**config.mk**
```make
export PLATFORM = sky130hd
export DESIGN_NAME = esl_fault_filter_flat
export DESIGN_NICKNAME = d
export VERILOG_FILES = /design/src/rtl/esl_fault_filter_if.sv /design/src/rtl/esl_fault_filter.sv /design/src/flat_wrapper.sv
export SDC_FILE = /design/constraint.sdc
export NUM_CORES = 1
export LEC_CHECK = 0
export ABC_CLOCK_PERIOD_IN_PS = 2040
export BUFFER_PORTS_ARGS = -buffer_cell sky130_fd_sc_hd__buf_2
export CAP_MARGIN = 5
export CELL_PAD_IN_SITES_DETAIL_PLACEMENT = 1
export CELL_PAD_IN_SITES_GLOBAL_PLACEMENT = 1
export CORE_MARGIN = 3
export CORE_UTILIZATION = 37
export DETAILED_ROUTE_END_ITERATION = 7
export PLACE_DENSITY = 0.76
export RECOVER_POWER = 25
export SLEW_MARGIN = 10
export SYNTH_ARGS = -nofsm -noshare
export SYNTH_HDL_FRONTEND = slang
export SYNTH_SLANG_ARGS = --single-unit
```
**constraint.sdc**
```tcl
create_clock -name clk -period 2.04 [get_ports clk]
set_clock_uncertainty 0.1 [all_clocks]
set_input_delay 0.102 -clock clk [delete_from_list [all_inputs] [get_ports clk]]
set_output_delay 0.102 -clock clk [all_outputs]
set_load 0.02 [all_outputs]
```
**src/rtl/esl_fault_filter_if.sv**
```systemverilog
// Bus between the complementary-input checker side and esl_fault_filter:
// check/fault inputs toward the filter, state and statistics back out.
interface esl_fault_filter_if #(
  parameter int P_DATA_WIDTH = 7,
  parameter int P_CNT_WIDTH  = 8
);
  logic [P_DATA_WIDTH-1:0] check_ok;
  logic                    fault_in;
  logic                    fault_clr;
  logic                    safe_ok;
  logic                    fault_latched;
  logic [1:0]              state;
  logic [P_DATA_WIDTH-1:0] fault_bits;
  logic [P_CNT_WIDTH-1:0]  fault_count;

  modport master (
    output check_ok, fault_in, fault_clr,
    input  safe_ok, fault_latched, state, fault_bits, fault_count
  );

  modport slave (
    input  check_ok, fault_in, fault_clr,
    output safe_ok, fault_latched, state, fault_bits, fault_count
  );
endinterface

```
**src/rtl/esl_fault_filter.sv**
```systemverilog
// Persistence filter and safe-state latch for the upstream fault flag, with fault statistics.
// Optional ESL_FAULT_AUTO_RECOVER_EN: leave FAULTED on any clean sample, without fault_clr.
module esl_fault_filter #(
  parameter int P_DATA_WIDTH     = 7,
  parameter int P_FILTER_CYCLES  = 4,
  parameter int P_RECOVER_CYCLES = 8,
  parameter int P_CNT_WIDTH      = 8
) (
  input logic              clk,
  input logic              reset,
  esl_fault_filter_if.slave bus
);

  localparam int P_MAX_CYCLES = (P_FILTER_CYCLES > P_RECOVER_CYCLES) ? P_FILTER_CYCLES : P_RECOVER_CYCLES;
  localparam int CW           = $clog2(P_MAX_CYCLES + 1);

  typedef enum logic [1:0] {
    ST_OK      = 2'd0,
    ST_PENDING = 2'd1,
    ST_FAULTED = 2'd2,
    ST_RECOVER = 2'd3
  } state_t;

  state_t                  state_q, state_d;
  logic [CW-1:0]           cnt_q, cnt_d;
  logic                    enter_fault;
  logic                    clear_ok;
  logic [P_DATA_WIDTH-1:0] fault_bits_q;
  logic [P_CNT_WIDTH-1:0]  fault_count_q;

`ifdef ESL_FAULT_AUTO_RECOVER_EN
  logic unused_fault_clr;
  assign unused_fault_clr = bus.fault_clr;
  assign clear_ok         = 1'b1;
`else
  assign clear_ok = bus.fault_clr;
`endif

  always_ff @(posedge clk or negedge reset) begin
    if (!reset) begin
      state_q <= ST_OK;
      cnt_q   <= '0;
    end else begin
      state_q <= state_d;
      cnt_q   <= cnt_d;
    end
  end

  // cnt is shared: faulty-sample run in PENDING, clean-sample run in RECOVER.
  always_comb begin
    state_d     = state_q;
    cnt_d       = cnt_q;
    enter_fault = 1'b0;
    case (state_q)
      ST_OK: begin
        if (bus.fault_in) begin
          if (P_FILTER_CYCLES == 1) begin
            state_d     = ST_FAULTED;
            enter_fault = 1'b1;
            cnt_d       = '0;
          end else begin
            state_d = ST_PENDING;
            cnt_d   = CW'(1);
          end
        end
      end
      ST_PENDING: begin
        if (!bus.fault_in) begin
          state_d = ST_OK;
          cnt_d   = '0;
        end else if (cnt_q == CW'(P_FILTER_CYCLES - 1)) begin
          state_d     = ST_FAULTED;
          enter_fault = 1'b1;
          cnt_d       = '0;
        end else begin
          cnt_d = cnt_q + CW'(1);
        end
      end
      ST_FAULTED: begin
        if (clear_ok && !bus.fault_in) begin
          state_d = ST_RECOVER;
          cnt_d   = '0;
        end
      end
      ST_RECOVER: begin
        if (bus.fault_in) begin
          state_d     = ST_FAULTED;
          enter_fault = 1'b1;
          cnt_d       = '0;
        end else if (cnt_q == CW'(P_RECOVER_CYCLES - 1)) begin
          state_d = ST_OK;
          cnt_d   = '0;
        end else begin
          cnt_d = cnt_q + CW'(1);
        end
      end
      default: begin
        state_d = ST_OK;
        cnt_d   = '0;
      end
    endcase
  end

  // Statistics update only on entry into FAULTED; the bitmap survives recovery.
  always_ff @(posedge clk or negedge reset) begin
    if (!reset) begin
      fault_bits_q  <= '0;
      fault_count_q <= '0;
    end else if (enter_fault) begin
      fault_bits_q <= ~bus.check_ok;
      if (fault_count_q != {P_CNT_WIDTH{1'b1}}) begin
        fault_count_q <= fault_count_q + P_CNT_WIDTH'(1);
      end
    end
  end

  assign bus.state         = state_q;
  assign bus.safe_ok       = ~state_q[1];
  assign bus.fault_latched = state_q[1];
  assign bus.fault_bits    = fault_bits_q;
  assign bus.fault_count   = fault_count_q;

endmodule

```
**src/flat_wrapper.sv**
```systemverilog
// flat-port wrapper written by rule: the top's interface ports become plain ports
module esl_fault_filter_flat 
#(
  parameter int P_DATA_WIDTH     = 7,
  parameter int P_FILTER_CYCLES  = 4,
  parameter int P_RECOVER_CYCLES = 8,
  parameter int P_CNT_WIDTH      = 8
)
  (clk, reset, bus_check_ok, bus_fault_in, bus_fault_clr, bus_safe_ok, bus_fault_latched, bus_state, bus_fault_bits, bus_fault_count);
  esl_fault_filter_if #(.P_DATA_WIDTH(P_DATA_WIDTH), .P_CNT_WIDTH(P_CNT_WIDTH)) bus_i ();
  input logic clk;
  input logic reset;
  input wire logic [$bits(bus_i.check_ok)-1:0] bus_check_ok;
  input wire logic [$bits(bus_i.fault_in)-1:0] bus_fault_in;
  input wire logic [$bits(bus_i.fault_clr)-1:0] bus_fault_clr;
  output wire logic [$bits(bus_i.safe_ok)-1:0] bus_safe_ok;
  output wire logic [$bits(bus_i.fault_latched)-1:0] bus_fault_latched;
  output wire logic [$bits(bus_i.state)-1:0] bus_state;
  output wire logic [$bits(bus_i.fault_bits)-1:0] bus_fault_bits;
  output wire logic [$bits(bus_i.fault_count)-1:0] bus_fault_count;
  assign bus_i.check_ok = bus_check_ok;
  assign bus_i.fault_in = bus_fault_in;
  assign bus_i.fault_clr = bus_fault_clr;
  assign bus_safe_ok = bus_i.safe_ok;
  assign bus_fault_latched = bus_i.fault_latched;
  assign bus_state = bus_i.state;
  assign bus_fault_bits = bus_i.fault_bits;
  assign bus_fault_count = bus_i.fault_count;
  esl_fault_filter #(.P_DATA_WIDTH(P_DATA_WIDTH), .P_FILTER_CYCLES(P_FILTER_CYCLES), .P_RECOVER_CYCLES(P_RECOVER_CYCLES), .P_CNT_WIDTH(P_CNT_WIDTH)) u_core (.clk(clk), .reset(reset), .bus(bus_i));
endmodule
```
Yosys cells after proc, flatten, opt, wreduce, memory -nomap -nowiden

Index checks and enable logic that the tools add are counted.

Register bits: 21
Bits in latches: 0
Bits in writable memories: 0
Bits in read-only memories: 0
Input bits: 11
Memories kept: 0

Add/subtract/negate cells: 2
Multiply operators: 0
Divide/modulo/power cells: 0
Magnitude comparators: 0
Eq/ne operators: 10
Shift-type cells: 0
Muxes and demuxes: 18
Bitwise gates (word level): 2
Reduce and logical (&&, ||, !) cells: 6

Operators by type and width:

| cell                                                | number |
|---|---|
| 2-to-1 mux 4 bit                                    | 6 |
| one-hot mux 4 bit (4 select lines)                  | 1 |
| 2-to-1 mux 2 bit                                    | 6 |
| adder 8 x 1 -> 8 bit, second input constant         | 1 |
| != test 8 bit, second input constant                | 1 |
| one-hot mux 2 bit (4 select lines)                  | 1 |
| inverter 7 bit                                      | 1 |
| != test 3 x 2 -> 1 bit, second input constant       | 2 |
| adder 4 x 1 -> 4 bit, second input constant         | 1 |
| equality test 2 bit, second input constant          | 2 |
| equality test 4 x 2 -> 1 bit, second input constant | 1 |
| equality test 4 x 3 -> 1 bit, second input constant | 1 |
| AND reduction 2 bit                                 | 2 |
| AND reduction 4 bit                                 | 1 |
| 2-to-1 mux 1 bit                                    | 3 |
| equality test 2 x 1 -> 1 bit, second input constant | 1 |
| zero test 2 bit                                     | 1 |
| != test 2 x 1 -> 1 bit, second input constant       | 1 |
| != test 2 bit, second input constant                | 1 |
| one-hot mux 1 bit (2 select lines)                  | 1 |
| logical AND 1 bit                                   | 1 |
| zero test 1 bit                                     | 1 |
| inverter 1 bit                                      | 1 |

Logic depth before layout (Yosys ltp)

Word-level depth: 5
Depth in mapped cells: 6
Depth with buffers taken out: 5

Least setup slack after synthesis

OpenSTA, ideal clock, no wires.

Path kind: register -> register
Start point: reg u_core.cnt_q[0]
End point: reg u_core.fault_count_q[2], in the netlist u_core.bus.fault_count[2]
Library setup time: 0.125 ns
Arrival time: 1.418 ns
Data required time: 1.815 ns
Path slack: 0.398 ns
Stages on the path, launching flop included: 7
Clock period less this slack: 1.642 ns
Cells stage by stage: dfrtp_1 > ha_1 > nor3b_2 > o211ai_2 > buf_6 > nor2_1 > mux2_2

Longest elaborated chain between the ends: 5

RTL lines:

| what                               | line                    | RTL |
|---|---|---|
| start: declaration                 | esl_fault_filter.sv:25  | `logic [CW-1:0] cnt_q, cnt_d;` |
| start signal: assignment           | esl_fault_filter.sv:45  | `cnt_q <= cnt_d;` |
| equality test 4 x 2 -> 1 bit       | esl_fault_filter.sv:71  | `end else if (cnt_q == CW'(P_FILTER_CYCLES - 1)) begin` |
| 2-to-1 mux 1 bit                   | esl_fault_filter.sv:71  |  |
| 2-to-1 mux 1 bit                   | esl_fault_filter.sv:68  | `if (!bus.fault_in) begin` |
| one-hot mux 1 bit (2 select lines) | esl_fault_filter.sv:54  | `case (state_q)` |
| AND reduction 2 bit (no line)      | n/a                     |  |
| end signal: assignment             | esl_fault_filter.sv:112 | `fault_count_q <= fault_count_q + P_CNT_WIDTH'(1);` |
| end: declaration                   | esl_fault_filter.sv:29  | `logic [P_CNT_WIDTH-1:0] fault_count_q;` |

Every way passes these cells.
A chain may end at the register's enable or synchronous reset.

Worst setup path in the final report

Start point: reg u_core.cnt_q[0]
End point: reg u_core.fault_count_q[7], in the netlist u_core.bus.fault_count[7]

Same word-level chain as after synthesis.

==> report_table.html <==
<table>
<tr><th>Metric</th><th>Value</th></tr>
<tr><th colspan="2">Placed design</th></tr>
<tr><td>DP Worst Slack</td><td>about 0.25 ns</td></tr>
<tr><td>Port Buf Inserts</td><td>29</td></tr>
<tr><td>Inst Count DP</td><td>154</td></tr>
<tr><td>Final weighted congestion of routability-driven global placement</td><td>just under 0.9</td></tr>
<tr><td>Hpwl dp</td><td>about 1700 µm</td></tr>
<tr><th colspan="2">Die</th></tr>
<tr><td>Die Height</td><td>58.14 µm</td></tr>
<tr><td>I/O pin cnt</td><td>30</td></tr>
<tr><td>Std-Cell Core Area</td><td>around 2500 µm²</td></tr>
<tr><td>Die Outline Area</td><td>3380 µm²</td></tr>
<tr><td>Effective utilization at floorplan</td><td>39.88%</td></tr>
<tr><td>Row count</td><td>18</td></tr>
<tr><td>Chip width</td><td>58.14 µm</td></tr>
<tr><th colspan="2">Clock network</th></tr>
<tr><td>Number of buffers inserted by hold repair at cts</td><td>8</td></tr>
<tr><td>Clock slew at the register clock pins of the worst setup and hold paths</td><td>between 0.1 and 0.15 ns</td></tr>
<tr><td>Setup bufs post-CTS</td><td>0</td></tr>
<tr><td>Total CTS buffers</td><td>3</td></tr>
<tr><td>Number of H-tree levels</td><td>1</td></tr>
<tr><td>Skew-Pair Late Insertion Delay</td><td>0.31 ns</td></tr>
<tr><td>Resized Gates After CTS</td><td>0</td></tr>
<tr><td>TritonCTS clock tree</td><td>built</td></tr>
<tr><td>Cell chosen for the clock root</td><td>sky130_fd_sc_hd__clkbuf_4</td></tr>
<tr><td>Deepest clock path buffer count</td><td>2</td></tr>
<tr><td>Clock sink count</td><td>21</td></tr>
<tr><th colspan="2">STA</th></tr>
<tr><td>Worst max-slew margin expressed relative to the limit</td><td>25.35%</td></tr>
<tr><td>Time the worst path needs with I/O delays and setup</td><td>1.812 ns</td></tr>
<tr><td>Worst Tran Pin Value</td><td>around 1.1 ns</td></tr>
<tr><td>Final worst hold slack</td><td>between 0.1 and 0.15 ns</td></tr>
<tr><td>Upper clock frequency limit</td><td>551.8 MHz</td></tr>
<tr><td>Hold violation total from the final report</td><td>0</td></tr>
<tr><td>Accumulated negative setup slack</td><td>0 ns</td></tr>
<tr><td>Final number of max-transition violations</td><td>0</td></tr>
<tr><td>Final setup margin</td><td>roughly 0.23 ns</td></tr>
<tr><td>Count of final setup violators</td><td>0</td></tr>
<tr><td>RSZ-0062 raised after global routing</td><td>false</td></tr>
<tr><td>Final worst-path cycle share</td><td>between 80% and 90%</td></tr>
<tr><th colspan="2">Drt</th></tr>
<tr><td>Wirelength, routed</td><td>2256 µm</td></tr>
<tr><td>Routed vias/inst</td><td>5.120</td></tr>
<tr><td>Post-route DRC</td><td>0</td></tr>
<tr><td>Count of TritonRoute iterations in the first routing pass</td><td>3</td></tr>
<tr><td>Antenna Violating Nets Remaining</td><td>0</td></tr>
<tr><td>Vias after detailed routing</td><td>850</td></tr>
<tr><td>DRT iter0 DRCs</td><td>8</td></tr>
<tr><td>Per-cell routed wire length</td><td>~14 µm</td></tr>
<tr><th colspan="2">GRT</th></tr>
<tr><td>Number of antenna violations at the first check in global routing</td><td>0</td></tr>
<tr><td>GR Overflow Total</td><td>0</td></tr>
<tr><td>Number of global-route vias before repair</td><td>about 900</td></tr>
<tr><td>Largest net degree at the start of global routing</td><td>22</td></tr>
<tr><td>Total global-route track usage</td><td>14.70%</td></tr>
<tr><td>Global-route wire length before repair</td><td>3843 µm</td></tr>
<tr><th colspan="2">Cells and area</th></tr>
<tr><td>Post-route non-filler standard cell count</td><td>166</td></tr>
<tr><td>Net total in the final layout</td><td>150</td></tr>
<tr><td>Share of layout cells above drive strength 1</td><td>between 20% and 30%</td></tr>
<tr><td>Layout-stage area growth over the synthesis result</td><td>27.36%</td></tr>
<tr><td>Post-layout util</td><td>50.79%</td></tr>
<tr><td>Ant diodes</td><td>0</td></tr>
<tr><td>Filler Cells Inserted</td><td>286</td></tr>
<tr><th colspan="2">Power and ir drop</th></tr>
<tr><td>Peak VDD IR</td><td>roughly 0.67 mV</td></tr>
<tr><td>Total power divided by cell area</td><td>approximately 1300 nW/µm²</td></tr>
<tr><td>Leakage component of the power</td><td>0.6288 nW</td></tr>
<tr><th colspan="2">Outcome</th></tr>
<tr><td>Run status</td><td>completed</td></tr>
<tr><th colspan="2">Setup path</th></tr>
<tr><td>Data arrival time of the critical path</td><td>between 1.5 and 2 ns</td></tr>
<tr><td>Source of the worst register-to-register timing path</td><td>u_core.cnt_q[0]</td></tr>
<tr><td>Path type of the worst setup path</td><td>reg2reg</td></tr>
<tr><td>Crit path from</td><td>u_core.cnt_q[0]</td></tr>
<tr><td>Startpoint Class</td><td>register</td></tr>
<tr><td>Maximum fanout along the worst path</td><td>8</td></tr>
<tr><td>Path depth of the worst reg2reg path</td><td>5</td></tr>
<tr><td>Required @ worst endpoint</td><td>around 2.1 ns</td></tr>
<tr><td>Worst setup EP type</td><td>register</td></tr>
<tr><th colspan="2">Synth</th></tr>
<tr><td>Number of standard cells after synthesis</td><td>97</td></tr>
<tr><td>Most numerous cell in the Yosys netlist</td><td>sky130_fd_sc_hd__dfrtp_1</td></tr>
<tr><td>Post-Syn Nets</td><td>110</td></tr>
<tr><td>Number of synthesized flops with an enable pin</td><td>0</td></tr>
<tr><td>Commonest cells post-synth</td><td>21 x sky130_fd_sc_hd__dfrtp_1, 12 x sky130_fd_sc_hd__nand2_1, 10 x sky130_fd_sc_hd__o21ai_0</td></tr>
<tr><td>Sequential cell area fraction in the yosys report</td><td>a little over half</td></tr>
<tr><td>Proportion of synthesized flip-flops having asynchronous set or reset</td><td>between 90% and 100%</td></tr>
<tr><td>#FFs+latches synth</td><td>21</td></tr>
<tr><td>Top cells by area, synth</td><td>sky130_fd_sc_hd__dfrtp_1 52%, sky130_fd_sc_hd__o21ai_0 5.0%, sky130_fd_sc_hd__nand2_1 4.5%</td></tr>
<tr><td>Per-instance average area after synthesis</td><td>roughly 10 µm²</td></tr>
<tr><td>Cell taking the most area after synthesis</td><td>sky130_fd_sc_hd__dfrtp_1</td></tr>
<tr><td>Post-synthesis instance area</td><td>slightly above 1000 µm²</td></tr>
<tr><td>Yosys synthesis warning count</td><td>0</td></tr>
<tr><td>Most used flip-flop cell after synthesis</td><td>sky130_fd_sc_hd__dfrtp_1</td></tr>
<tr><td>Synth top area share</td><td>a little over half</td></tr>
<tr><td>Number of distinct standard cells referenced by the synthesized netlist</td><td>29</td></tr>
<tr><th colspan="2">Flow run</th></tr>
<tr><td>Count of maximum capacitance violations</td><td>0</td></tr>
<tr><th colspan="2">Hold path</th></tr>
<tr><td>Number of cells on the worst hold path</td><td>4</td></tr>
<tr><td>Class of the tightest hold or removal check</td><td>in2reg</td></tr>
<tr><td>Hold path startpoint</td><td>bus_fault_in</td></tr>
</table>
[report_power, final]
group | switching, mW | internal (mW)
Sequential | 0.160 | 0.564
Combinational | 0.451 | 0.280
Clock | 0.127 | 0.0764
[critical path, stage by stage (launching register included)]
cell                       delay (ns)
sky130_fd_sc_hd__dfrtp_1         0.42
sky130_fd_sc_hd__ha_1            0.22
sky130_fd_sc_hd__nor3b_2         0.19
sky130_fd_sc_hd__o211ai_2        0.18
sky130_fd_sc_hd__nor3_1          0.24
sky130_fd_sc_hd__mux2_2          0.35
[metal layers]
metal	vias to the layer above	track usage, %	wire (µm)
met2	21	26.45	1168
li1	410	-	-
met5	-	0	0
met3	2	2.227	93
met4	0	4.967	34
met1	417	17.77	960
[final cells by class]
cell class                 instances  area, µm²  share of cell area (%)
multi-input combinational         67      434.2                   33.89
inverter                           5      18.77                   1.465
timing repair buffer              39      239.0                   18.65
clock buffer                       4      26.28                   2.051
sequential                        21      525.5                   41.02
tap                               30      37.54                   2.930
[final timing paths]
kind	to	slack (ns)
hold reg to reg	u_core.bus.fault_bits[1]	0.39
setup / recovery	u_core.bus.fault_count[7]	0.23
max in group asynchronous	u_core.bus.fault_count[2]	0.76
hold / removal	u_core.cnt_q[2]	0.11
min in group asynchronous	u_core.bus.fault_count[6]	0.41
setup reg to reg	u_core.bus.fault_count[7]	0.23
[logic make-up (layout without fill, tap and decap cells)]
kind of cell	Yosys count	in the layout	synth area share, %
AO/OA/AOI/OAI	19	19	11.57
XOR/XNOR	7	7	6.095
adder cells (fa/ha/maj)	2	2	2.487
buffers and inverters	9	48	4.602
flip-flops	21	21	52.24
multiplexers	4	4	4.353
AND/OR/NAND/NOR	35	35	18.65
[registers in the layout, indices dropped and copies added, names as in the netlist, named ones only]
signal and flops:
u_core.bus.state 1, u_core.bus.fault_count 8, u_core.cnt_q 4, u_core.bus.fault_bits 7
[through the flow]
stage / cell area [µm²] / power [mW]
global placement: 1176 / 1.427
global route: 1281 / 1.799
floorplan: 1006 / 1.213
finish: 1281 / 1.658
CTS: 1282 / 1.685
detailed placement: 1176 / 1.465
[placed cells by master (no fill, tap or decap), drive strengths merged, types with 2 or more instances in the layout]
master	synthesis	layout
buf	3	30
dfrtp	21	21
nand2	12	12
o21ai	10	10
dlygate4sd3	0	8
nand3	7	7
inv	5	5
xor2	5	5
clkbuf	1	5
nor2	4	4
a21oi	3	3
nor3	3	3
mux2	3	3
and2	2	2
nand4	2	2
nand2b	2	2
xnor2	2	2
ha	2	2
No activity file was read; power rests on OpenSTA's default activity.
